### config.mk
export PLATFORM = sky130hd
export DESIGN_NAME = ml_acc_axil_regs
export DESIGN_NICKNAME = d
export VERILOG_FILES = /design/src/rtl/ml_acc_axil_regs.sv
export SDC_FILE = /design/constraint.sdc
export NUM_CORES = 1
export LEC_CHECK = 0
export CAP_MARGIN = 15
export CORE_UTILIZATION = 45
export CTS_CLUSTER_DIAMETER = 60
export DETAILED_ROUTE_END_ITERATION = 8
export PLACE_DENSITY = 0.78
export REMOVE_ABC_BUFFERS = 1
export SYNTH_ARGS = -nofsm -noshare
export SYNTH_HDL_FRONTEND = slang
export SYNTH_SLANG_ARGS = --single-unit
### constraint.sdc
create_clock -name ACLK -period 2.2 [get_ports ACLK]
set_input_delay 0.44 -clock ACLK [delete_from_list [all_inputs] [get_ports ACLK]]
set_output_delay 0.44 -clock ACLK [all_outputs]
set_load 0.05 [all_outputs]
### src/rtl/ml_acc_axil_regs.sv
// AXI4-Lite register file for the ML accelerator: config words,
// start/done control, status, run-cycle counter and version.
module ml_acc_axil_regs #(
    parameter int          C_ADDR_WIDTH = 6,
    parameter logic [31:0] C_VERSION    = 32'h0001_0000
) (
    input  logic                    ACLK,
    input  logic                    ARESET,
    input  logic [C_ADDR_WIDTH-1:0] S_AXI_AWADDR,
    input  logic                    S_AXI_AWVALID,
    output logic                    S_AXI_AWREADY,
    input  logic [31:0]             S_AXI_WDATA,
    input  logic [3:0]              S_AXI_WSTRB,
    input  logic                    S_AXI_WVALID,
    output logic                    S_AXI_WREADY,
    output logic [1:0]              S_AXI_BRESP,
    output logic                    S_AXI_BVALID,
    input  logic                    S_AXI_BREADY,
    input  logic [C_ADDR_WIDTH-1:0] S_AXI_ARADDR,
    input  logic                    S_AXI_ARVALID,
    output logic                    S_AXI_ARREADY,
    output logic [31:0]             S_AXI_RDATA,
    output logic [1:0]              S_AXI_RRESP,
    output logic                    S_AXI_RVALID,
    input  logic                    S_AXI_RREADY,
    output logic [319:0]            cfg_o,
    output logic                    start_o,
    input  logic                    done_i,
    output logic                    irq_o
);

    typedef enum logic [1:0] {W_IDLE, W_ACCEPT, W_RESP} wstate_t;
    typedef enum logic [1:0] {R_IDLE, R_ACCEPT, R_DATA} rstate_t;

    wstate_t     w_state, w_next;
    rstate_t     r_state, r_next;
    logic [31:0] cfg [10];
    logic        ie, busy, done;
    logic [31:0] cycles;
    logic        start_r;
    logic [31:0] rd_val;
    logic [3:0]  wr_idx, rd_idx;
    logic        wr_fire, rd_fire, start_fire, done_clr;
    logic        unused_addr_lsbs;

    assign wr_idx  = S_AXI_AWADDR[5:2];
    assign rd_idx  = S_AXI_ARADDR[5:2];
    assign wr_fire = (w_state == W_ACCEPT);
    assign rd_fire = (r_state == R_ACCEPT);

    assign start_fire = wr_fire && wr_idx == 4'd10 && S_AXI_WSTRB[0]
                        && S_AXI_WDATA[0] && !busy;
    assign done_clr   = wr_fire && wr_idx == 4'd11 && S_AXI_WSTRB[0]
                        && S_AXI_WDATA[1];

    assign S_AXI_AWREADY = wr_fire;
    assign S_AXI_WREADY  = wr_fire;
    assign S_AXI_BVALID  = (w_state == W_RESP);
    assign S_AXI_BRESP   = 2'b00;
    assign S_AXI_ARREADY = rd_fire;
    assign S_AXI_RVALID  = (r_state == R_DATA);
    assign S_AXI_RRESP   = 2'b00;
    assign start_o       = start_r;
    assign irq_o         = done & ie;

    assign unused_addr_lsbs = ^{S_AXI_AWADDR[1:0], S_AXI_ARADDR[1:0]};

    for (genvar k = 0; k < 10; k++) begin : g_cfg
        assign cfg_o[32*k +: 32] = cfg[k];
    end

    // Write channel state register
    always_ff @(posedge ACLK) begin
        if (ARESET) w_state <= W_IDLE;
        else        w_state <= w_next;
    end

    // Write channel next state: accept AW and W only together
    always_comb begin
        w_next = w_state;
        unique case (w_state)
            W_IDLE:   if (S_AXI_AWVALID && S_AXI_WVALID) w_next = W_ACCEPT;
            W_ACCEPT: w_next = W_RESP;
            W_RESP:   if (S_AXI_BREADY) w_next = W_IDLE;
            default:  w_next = W_IDLE;
        endcase
    end

    // Read channel state register
    always_ff @(posedge ACLK) begin
        if (ARESET) r_state <= R_IDLE;
        else        r_state <= r_next;
    end

    // Read channel next state
    always_comb begin
        r_next = r_state;
        unique case (r_state)
            R_IDLE:   if (S_AXI_ARVALID) r_next = R_ACCEPT;
            R_ACCEPT: r_next = R_DATA;
            R_DATA:   if (S_AXI_RREADY) r_next = R_IDLE;
            default:  r_next = R_IDLE;
        endcase
    end

    // Read mux over the current (pre-write) register values
    always_comb begin
        rd_val = '0;
        for (int k = 0; k < 10; k++) begin
            if (rd_idx == 4'(k)) rd_val = cfg[k];
        end
        case (rd_idx)
            4'd10:   rd_val = {30'd0, ie, 1'b0};
            4'd11:   rd_val = {30'd0, done, busy};
            4'd12:   rd_val = cycles;
            4'd13:   rd_val = C_VERSION;
            default: ;
        endcase
    end

    // Read data is captured on the address handshake and held
    always_ff @(posedge ACLK) begin
        if (ARESET)       S_AXI_RDATA <= '0;
        else if (rd_fire) S_AXI_RDATA <= rd_val;
    end

    // Config, control, status and cycle counter
    always_ff @(posedge ACLK) begin
        if (ARESET) begin
            for (int k = 0; k < 10; k++) cfg[k] <= '0;
            ie      <= 1'b0;
            busy    <= 1'b0;
            done    <= 1'b0;
            cycles  <= '0;
            start_r <= 1'b0;
        end else begin
            start_r <= start_fire;
            for (int k = 0; k < 10; k++) begin
                if (wr_fire && wr_idx == 4'(k)) begin
                    for (int b = 0; b < 4; b++) begin
                        if (S_AXI_WSTRB[b])
                            cfg[k][8*b +: 8] <= S_AXI_WDATA[8*b +: 8];
                    end
                end
            end
            if (wr_fire && wr_idx == 4'd10 && S_AXI_WSTRB[0])
                ie <= S_AXI_WDATA[1];
            if (start_fire)  busy <= 1'b1;
            else if (done_i) busy <= 1'b0;
            // A completion pulse always wins over clearing DONE
            if (done_i)          done <= 1'b1;
            else if (start_fire) done <= 1'b0;
            else if (done_clr)   done <= 1'b0;
            if (start_fire) cycles <= '0;
            else if (busy)  cycles <= cycles + 32'd1;
        end
    end

endmodule

==> flow_summary.toml <==
[run_status]
status = "finished, violations left"
violations = "DRC"

[logic_synthesis]
yosysTopAreaCell = "edfxtp_1"
ys_types = 70
ys_async_sr_fraction = 0
avgSynthCellArea_um2 = 11.6
yosys.cell_count.top_type = "and2_1"
yosys.area.top_type_share = 0.511
synth-seq-cells = 392
synth_area_mm2 = 0.0188
syn_inst = 1625
ys_seq_area_frac = 0.588
dominantRegCellSynth = "edfxtp_1"
ys_warn_count = 0
synth-edff-count = 320
synth_common_cells = "and2_1, edfxtp_1, nor2_1"
synthTopCellsByArea = "edfxtp_1, and2_1, dfxtp_1, mux2_2, nor2_1"

[grt]
grt_pass1_vias = 15710
grt_max_degree = 46
overflow = 0
grt_usage = 0.320
antenna_found_initial = 0
grt_pass1_wl_mm = 99.1

[critical_path]
worstSetupPathType = "flop to output port"
arrival_ps = 1750
crit_fanout = 2
crit_buf_inv = 1
crit_path_start_kind = "flop"
crit_required_ps = 1760
critPathTopFamily = "buffers and inverters"
slowest_delay_ps = 820
end_kind = "output port"
crit_chain = "clkdlybuf4s50_1"
cp_slowest_cell = "clkdlybuf4s50_1"

[sta]
worst_pin_slew_ps = 656
setup_viol = 0
fin_crit_sh = 0.994
relSlewSlack = 0.561
setup_tns_ps = 0
grt_setup_unrepaired = "false"
final.min_clock_period_ps = 2190
clock.fmax_mhz = 457
finalMaxSlewViolations = 0
fin_worst_skew_ps = 12.0
hold_viol = 0

[route]
totalWireLength_mm = 69.2
drc = 44
via_count = 16101
firstDrtPassIters = 9
ant_nets = 0
drt_iter0_markers = 1804
viasPerCell = 5.86
wl_per_cell_um = 25.2

[die]
die_h_um = 206
die_x_um = 206
fp.coreArea_mm2 = 0.0410
io_pins = 419
rows = 74
dieArea_mm2 = 0.0426
start_util = 0.458

[pwr]
ir_drop_uv = 545
p_leak_nw = 11.4
comb_power_share = 0.154
seqPwrFrac = 0.458
power.density_mw_per_mm2 = 702
power_switching_share = 0.276
cellInternalPower_mw = 13.4
net-switching-power_mw = 5.08
clockPowerShare = 0.388

[clock_tree]
clock_path_buffers = 3
clockRootBuffer = "clkbuf_16"
insertion_delay_ps = 580
clk_pin_slew_ps = 60
cts_sinks = 392
cts_tree = "built"
cts_buffers = 42
postCtsSetupRepairBufs = 0
cts.htree.levels = 2

[layout]
antennaDiodeCount = 0
layout-drive-gt1-share = 0.167
num-nets-final = 2242
instances_no_fill = 2749
fin_util = 0.640
synthToLayoutAreaGrowth_pct = 39.7
fill_cells = 3252

[min_path]
hold_class = "input pin to flop"

[placed_design]
port_buffers = 410
placed_cells = 2673
place.gp.congestion = 0.928
dp_hpwl_mm = 51.8

[run]
drv_cap = 0
## power by group through the flow
| stage | clock, mW | combinational, mW | sequential (mW) |
|---|---|---|---|
| final | 7.15 | 2.85 | 8.45 |
| after global routing | 7.43 | 2.95 | 8.46 |
| after CTS | 7.19 | 2.83 | 8.44 |
| after detailed placement | 0 | 2.95 | 8.60 |
| after global placement | 0 | 2.91 | 8.60 |
| after floorplan | 0 | 0.614 | 9.44 |
## logic make-up (layout without fill, tap and decap cells)
kind of cell               Yosys count  in the layout  share of synthesized area
adders and majority gates            1              1                   0.000665
buffers and inverters              124            713                     0.0315
muxes                               89             89                     0.0541
AOI/OAI and AO/OA                  326            326                      0.115
xor gates and xnor gates            31             31                     0.0144
DFF                                392            392                      0.588
other                                1              4                   0.000199
and+or+nand+nor                    661            661                      0.197
## routing by layer
layer / up-vias / routed length [um] / GRT usage
met5: - / 0 / 0
li1: 7048 / - / -
met2: 1061 / 32300 / 0.506
met3: 188 / 7700 / 0.0662
met1: 7804 / 26000 / 0.419
met4: 0 / 3140 / 0.150
## final timing paths
path                                 start              end  slack [ps]  cells past startpoint
worst max-delay path             cfg[1][3]        cfg_o[35]          10                      1
worst min-delay path                ARESET  S_AXI_RDATA[16]         290                      2
worst max register to register  w_state[1]        cfg[1][8]          90                      5
worst min register to register  w_state[1]       w_state[0]         440                      1
## repair_timing
| action | 4_1_cts | 5_1_grt |
|---|---|---|
| hold buffers | 0 | 0 |
| endpoints found under the setup margin | 271 | 75 |
| pin swaps | 0 | 0 |
| hold endpoints to repair | 0 | 0 |
| gates resized for setup | 271 | 40 |
## cell usage in the layout (no fill, tap or decap), types with 26 or more instances in the layout
cell	instances
nor3_1	26
o21ai_0	43
edfxtp_1	320
dlymetal6s2s_1	38
dlygate4sd2_1	271
mux2i_1	33
nand3_1	28
xor2_1	26
buf_4	178
clkbuf_16	46
o22ai_1	67
and2_1	325
clkdlybuf4s50_1	74
mux2_2	51
a21oi_1	81
buf_12	47
nand2_1	52
dfxtp_1	72
nor2_1	140
a21o_1	39
## registers in the layout, summed over array words and instances (netlist names)
name	cells
cfg	320
S_AXI_RDATA	32
cycles	32
r_state	2
w_state	2
busy	1
done	1
ie	1
start_o	1
## cell type report
cell class / instances / area, um2 / area share
multi-input combinational: 1112 / 7190 / 0.274
sequential: 392 / 11100 / 0.421
inverter: 25 / 93.8 / 0.00357
clock buffer: 58 / 1210 / 0.0459
tap: 532 / 666 / 0.0253
timing repair buffer: 612 / 5890 / 0.224
clock inverter: 18 / 170 / 0.00648
## metrics by stage
stage / power [mW] / setup WS [ps] / hold slack [ps] / cell area [um2]
2_1_floorplan: 10.1 / -573 / 402 / 18300
3_3_place_gp: 11.5 / -290 / 414 / 25100
3_5_place_dp: 11.6 / -299 / 427 / 25100
4_1_cts: 18.5 / 0.151 / 261 / 26200
5_1_grt: 18.9 / 0.307 / 279 / 26300
6_report: 18.4 / 13.2 / 289 / 26300
(Power assumes the default switching activity.)
==> RTL change 1 (same flow settings) <==
Register the output `irq_o`; this adds one clock of latency there. The other outputs are not delayed to match.
--- a/src/rtl/ml_acc_axil_regs.sv
+++ b/src/rtl/ml_acc_axil_regs.sv
@@ -62,5 +62,7 @@
     assign S_AXI_RRESP   = 2'b00;
     assign start_o       = start_r;
-    assign irq_o         = done & ie;
+    always_ff @(posedge ACLK) begin
+        irq_o <= done & ie;
+    end
 
     assign unused_addr_lsbs = ^{S_AXI_AWADDR[1:0], S_AXI_ARADDR[1:0]};
Check against the original RTL: not equivalent (a bounded check fails within 4 cycles, from zero or initial values and one cycle with ARESET high).
==> RTL change 1 against the original RTL <==
  * Sequential cell count is 1 higher
  * Design area is 0.84% higher
  * Count of clock-buffer cells in the layout is 3 higher
  * Wire length is 1.5% higher
  * First-iteration DRC count is 4.0% higher
  * Power is 1.9% lower
  * Sequential power hardly changed
  * Worst hold slack better by 150 ps
  * Synthesized area is 1.1% lower
  * Setup slack worse by 7.3 ps
  * Largest power group unchanged
==> RTL change 1: results (changes against the original RTL) <==
stage	metric	value	unit	change
outcome	status	completed		was finished, violations left
clock_tree	number of CTS-inserted buffers	41		was 42
global_routing	initial antenna violation count	1		was 0
logic_synthesis	register area share after synthesis	0.5954		was 0.5879
cells_and_area	Largest regs	cfg: 320 flops, S_AXI_RDATA: 32 flops, cycles: 32 flops		unchanged
worst_hold_path	hold_sp	w_state[1]$_SDFFE_PP0P_		was ARESET
worst_setup_path	Register-to-Register Path Depth	7		was 5
placed_design	DP Cell Count	2707		was 2,673
routing	Vias/cell	5.876		was 5.857
sta	final clock skew	12.40	ps	was 12.02 ps
sta	Slew @ Worst Pin	707.0	ps	was 656.1 ps
worst_hold_path	Hold Path Cell Cnt	1		was 2
power	peak supply drop	0.4563	mV	was 0.5447 mV
worst_setup_path	CP arrival	1750	ps	about the same
placed_design	global placer's final weighted congestion	0.9288		was 0.9278
global_routing	first-pass GRT wire length	102.0	mm	was 99.10 mm
routing	total routed wirelength	70.23	mm	was 69.16 mm
clock_tree	Clock Latency Late Sink	540	ps	was 580 ps
logic_synthesis	Commonest cells post-synth	and2_1 (323), edfxtp_1 (320), nor2_1 (149), a21oi_1 (111), dfxtp_1 (73)		was and2_1 (325), edfxtp_1 (320), nor2_1 (140), a21oi_1 (81), dfxtp_1 (72)
global_routing	largest net degree at the start of global routing	31		was 46
clock_tree	Post-CTS Setup Bufs	0		unchanged
routing	drt first pass iters	7		was 9
global_routing	met1 Usage GRT	0.4496		was 0.4194
placed_design	DP Area	0.02520	mm²	was 0.02512 mm²
worst_setup_path	family with the most delay on the worst path	buffers and inverters		unchanged
placed_design	post-DP HPWL	53.50	mm	was 51.82 mm
logic_synthesis	synth unique cells	74		was 70
worst_setup_path	crit path from	cfg[0][23]$_SDFFCE_PN0P_		was cfg[1][3]$_SDFFCE_PN0P_
worst_hold_path	worst hold path class	reg2reg		was in2reg
power	Lkg Pwr	11.28	nW	was 11.40 nW
logic_synthesis	ranking of synthesized cells by area	edfxtp_1 (52%), and2_1 (11%), dfxtp_1 (7.9%)		was edfxtp_1 (51%), and2_1 (11%), dfxtp_1 (7.7%)
global_routing	GRT Total Usage	0.3303		was 0.3196
logic_synthesis	Mapped Cells	1636		was 1,625
cells_and_area	layout cells sized above 1	0.1570		was 0.1673
cells_and_area	Layout Nets	2275		was 2,242
global_routing	M2 GR Usage	0.5206		was 0.5060
global_routing	vias in the first global route	16080		was 15,710
routing	1st-iter DRT viols	1877		was 1,804
global_routing	met3 usage	0.06129		was 0.06623
## RTL change 1: cell types whose count changed in the layout (fill, tap and decap cells not counted), sizes merged, moves of 15 or more
cell / change
o21ai: +15
a21oi: +30
o22ai: -16
buf: +26
dlymetal6s2s: +23
a211o: +15
mux2: -28
dlygate4sd2: -159
o2bb2ai: -17
clkdlybuf4s50: +134
## RTL change 1: area by class of cell
type                            instances  area (µm²)
Tap cell                              532       665.6
Clock inverter                         12       107.6
Multi-Input combinational cell       1117        7004
Inverter                               29       108.9
Timing Repair Buffer                  636        6382
Sequential cell                       393       11070
Antenna cell                            1       2.502
Fill cell                            3115       14340
Clock buffer                           61        1149
## RTL change 1: cells by family after synthesis
logic type	Yosys count	share of synthesized area
adder cells (fa/ha/maj)	1	0.0006728
multiplexers	65	0.04125
AO/OA/AOI/OAI	369	0.1266
buffers and inverters	129	0.02974
other	1	0.0002017
XOR/XNOR	27	0.01272
AND/OR/NAND/NOR	651	0.1935
flip-flops	393	0.5954
## RTL change 1: final timing paths
| kind | endpoint | slack [ps] |
|---|---|---|
| worst max-delay path | cfg_o[23] | 6 |
| worst max register to register | cfg[4][24]$_SDFFCE_PN0P_ | 120 |
| worst min register to register | w_state[0]$_SDFFE_PP0P_ | 440 |
| worst min-delay path | w_state[0]$_SDFFE_PP0P_ | 440 |
## RTL change 1: layer usage
metal  part of all wire  up-vias  wire [µm]
met1               0.39     7888      27210
met3               0.11      180       7683
met5                  0        -          0
met4              0.042        0       2942
li1                   -     7126          -
met2               0.46     1147      32400
## RTL change 1: metrics by stage
stage               utilization  setup slack, ps
floorplan                     -           -563.2
detailed placement       0.6173           -221.3
CTS                      0.6448          0.02820
finish                   0.6488            5.908
global route             0.6487          0.05818
global placement         0.6173           -177.6
## RTL change 1: what timing repair did
| item | 4_1_cts | 5_1_grt |
|---|---|---|
| endpoints found under the hold margin | 0 | 0 |
| resized for setup | 114 | 63 |
| hold buffers | 0 | 0 |
| pin swaps | 0 | 0 |
| setup endpoints to repair | 113 | 70 |
## RTL change 1: power by group
group / switching, mW / internal [mW]
clock network: 2.85 / 3.84
registers: 0.206 / 8.27
logic: 1.93 / 0.979
==> RTL change 2 (same settings) <==
Without the edit above. The parameter `C_VERSION` goes from 32'h0001_0000 to 32'h00008000.
--- a/src/rtl/ml_acc_axil_regs.sv
+++ b/src/rtl/ml_acc_axil_regs.sv
@@ -3,5 +3,5 @@
 module ml_acc_axil_regs #(
     parameter int          C_ADDR_WIDTH = 6,
-    parameter logic [31:0] C_VERSION    = 32'h0001_0000
+    parameter logic [31:0] C_VERSION    = 32'h00008000
 ) (
     input  logic                    ACLK,
Behaviour: not the same (a bounded check fails within 4 cycles, from zero or initial values and one cycle with ARESET high).
==> RTL change 2 against the original RTL <==
  * Setup slack improved by 11 ps
  * Design area up 2.9%
  * Power increased by 2.3%
  * Cell count grew 1.5%
  * Wire length grew 1.4%
  * Sequential cell count unchanged
  * Combinational power up 3%
  * Synthesized area grew 1.3%
  * Die area up 1.3%
  * Sequential share of layout area decreased by 1.2 points
==> RTL change 2: results (changes against the original RTL) <==
stage	metric	value	unit	change
outcome	status	completed		was finished, violations left
global_routing	met1 Usage GRT	0.4169		was 0.4194
routing	met3 WL post-DR	6.589	mm	was 7.695 mm
logic_synthesis	register area share after synthesis	0.5802		was 0.5879
routing	1st-iter DRT viols	1316		was 1,804
clock_tree	number of CTS-inserted buffers	43		was 42
cells_and_area	Final Non-Filler Cells	2790		was 2,749
routing	drt first pass iters	6		was 9
sta	final clock skew	10.62	ps	was 12.02 ps
logic_synthesis	Post-Synth Adder-Cell Area	0.0006569		was 0.0006656
placed_design	Setup WS pre-CTS	-398.7	ps	was -298.6 ps
cells_and_area	layout cells sized above 1	0.1693		was 0.1673
global_routing	largest net degree at the start of global routing	42		was 46
placed_design	DP Area	0.02553	mm²	was 0.02512 mm²
sta	hold_ws	311.2	ps	was 288.5 ps
placed_design	global placer's final weighted congestion	0.9412		was 0.9278
sta	Slew headroom	0.3335		was 0.5610
routing	vias	16130		was 16,100
cells_and_area	Largest regs	cfg: 320 flops, S_AXI_RDATA: 32 flops, cycles: 32 flops		unchanged
routing	WL/cell	25.13	µm	was 25.16 µm
logic_synthesis	Commonest cells post-synth	and2_1 (324), edfxtp_1 (320), nor2_1 (116), dfxtp_1 (72), a21oi_1 (66)		was and2_1 (325), edfxtp_1 (320), nor2_1 (140), a21oi_1 (81), dfxtp_1 (72)
routing	met2 WL	32.59	mm	was 32.31 mm
global_routing	first-pass GRT wire length	101.5	mm	was 99.10 mm
global_routing	M2 GR Usage	0.5110		was 0.5060
placed_design	DP Cell Count	2710		was 2,673
logic_synthesis	Synth Area in Compound Gates	0.1215		was 0.1147
worst_setup_path	Register-to-Register Path Depth	7		was 5
power	peak supply drop	0.4452	mV	was 0.5447 mV
logic_synthesis	post-synthesis xor/xnor area fraction	0.01426		was 0.01444
logic_synthesis	Mean Syn Cell Area	11.61	µm²	was 11.57 µm²
logic_synthesis	ranking of synthesized cells by area	edfxtp_1 (50%), and2_1 (11%), dfxtp_1 (7.6%)		was edfxtp_1 (51%), and2_1 (11%), dfxtp_1 (7.7%)
routing	Met1 Wirelength	28.06	mm	was 26.01 mm
logic_synthesis	synth unique cells	79		was 70
placed_design	post-DP HPWL	52.78	mm	was 51.82 mm
power	sw power	5.091	mW	was 5.084 mW
logic_synthesis	multiplexer area fraction after synthesis	0.05157		was 0.05411
clock_tree	Clock Latency Late Sink	560	ps	was 580 ps
cells_and_area	Layout Nets	2274		was 2,242
## RTL change 2: logic make-up (layout without fill, tap and decap cells)
logic type	Yosys count	in the layout
AND/OR/NAND/NOR	650	650
flip-flops	392	392
AO/OA/AOI/OAI	341	341
buffers and inverters	134	741
multiplexers	91	91
XOR/XNOR	31	31
adder cells (fa/ha/maj)	1	1
other	1	4
## RTL change 2: layout make-up
cell class / instances / area (µm²) / share of cell area
sequential: 392 / 11050 / 0.4090
multi-input combinational: 1118 / 7352 / 0.2721
timing repair buffer: 631 / 6365 / 0.2356
clock buffer: 64 / 1290 / 0.04774
tap: 539 / 674.4 / 0.02496
clock inverter: 15 / 171.4 / 0.006344
inverter: 31 / 116.4 / 0.004307
## RTL change 2: worst max path at each step
stage | depth (start not counted) | slack (ps) | end | start
global route | 4 | -9 | S_AXI_ARREADY | r_state[1]$_SDFFE_PP0P_
finish | 1 | 20 | cfg_o[196] | cfg[6][4]$_SDFFCE_PN0P_
detailed placement | 7 | -400 | cfg[4][4]$_SDFFCE_PN0P_ | S_AXI_AWADDR[5]
global placement | 7 | -390 | cfg[4][6]$_SDFFCE_PN0P_ | S_AXI_AWADDR[5]
floorplan | 5 | -250 | S_AXI_RDATA[11]$_SDFFE_PP0P_ | r_state[1]$_SDFFE_PP0P_
CTS | 1 | 0.02 | cfg_o[58] | cfg[1][26]$_SDFFCE_PN0P_
## RTL change 2: power groups by stage
stage / Sequential [mW] / Clock [mW] / Combinational, mW
finish: 8.45 / 7.46 / 2.94
floorplan: 9.43 / 0 / 0.610
global route: 8.47 / 7.75 / 3.05
global placement: 8.60 / 0 / 2.96
detailed placement: 8.61 / 0 / 2.99
CTS: 8.45 / 7.50 / 2.92
## RTL change 2: what timing repair did
item                       in CTS  in global routing
cloned                          0                  1
resized for setup             162                 85
setup endpoints to repair     162                114
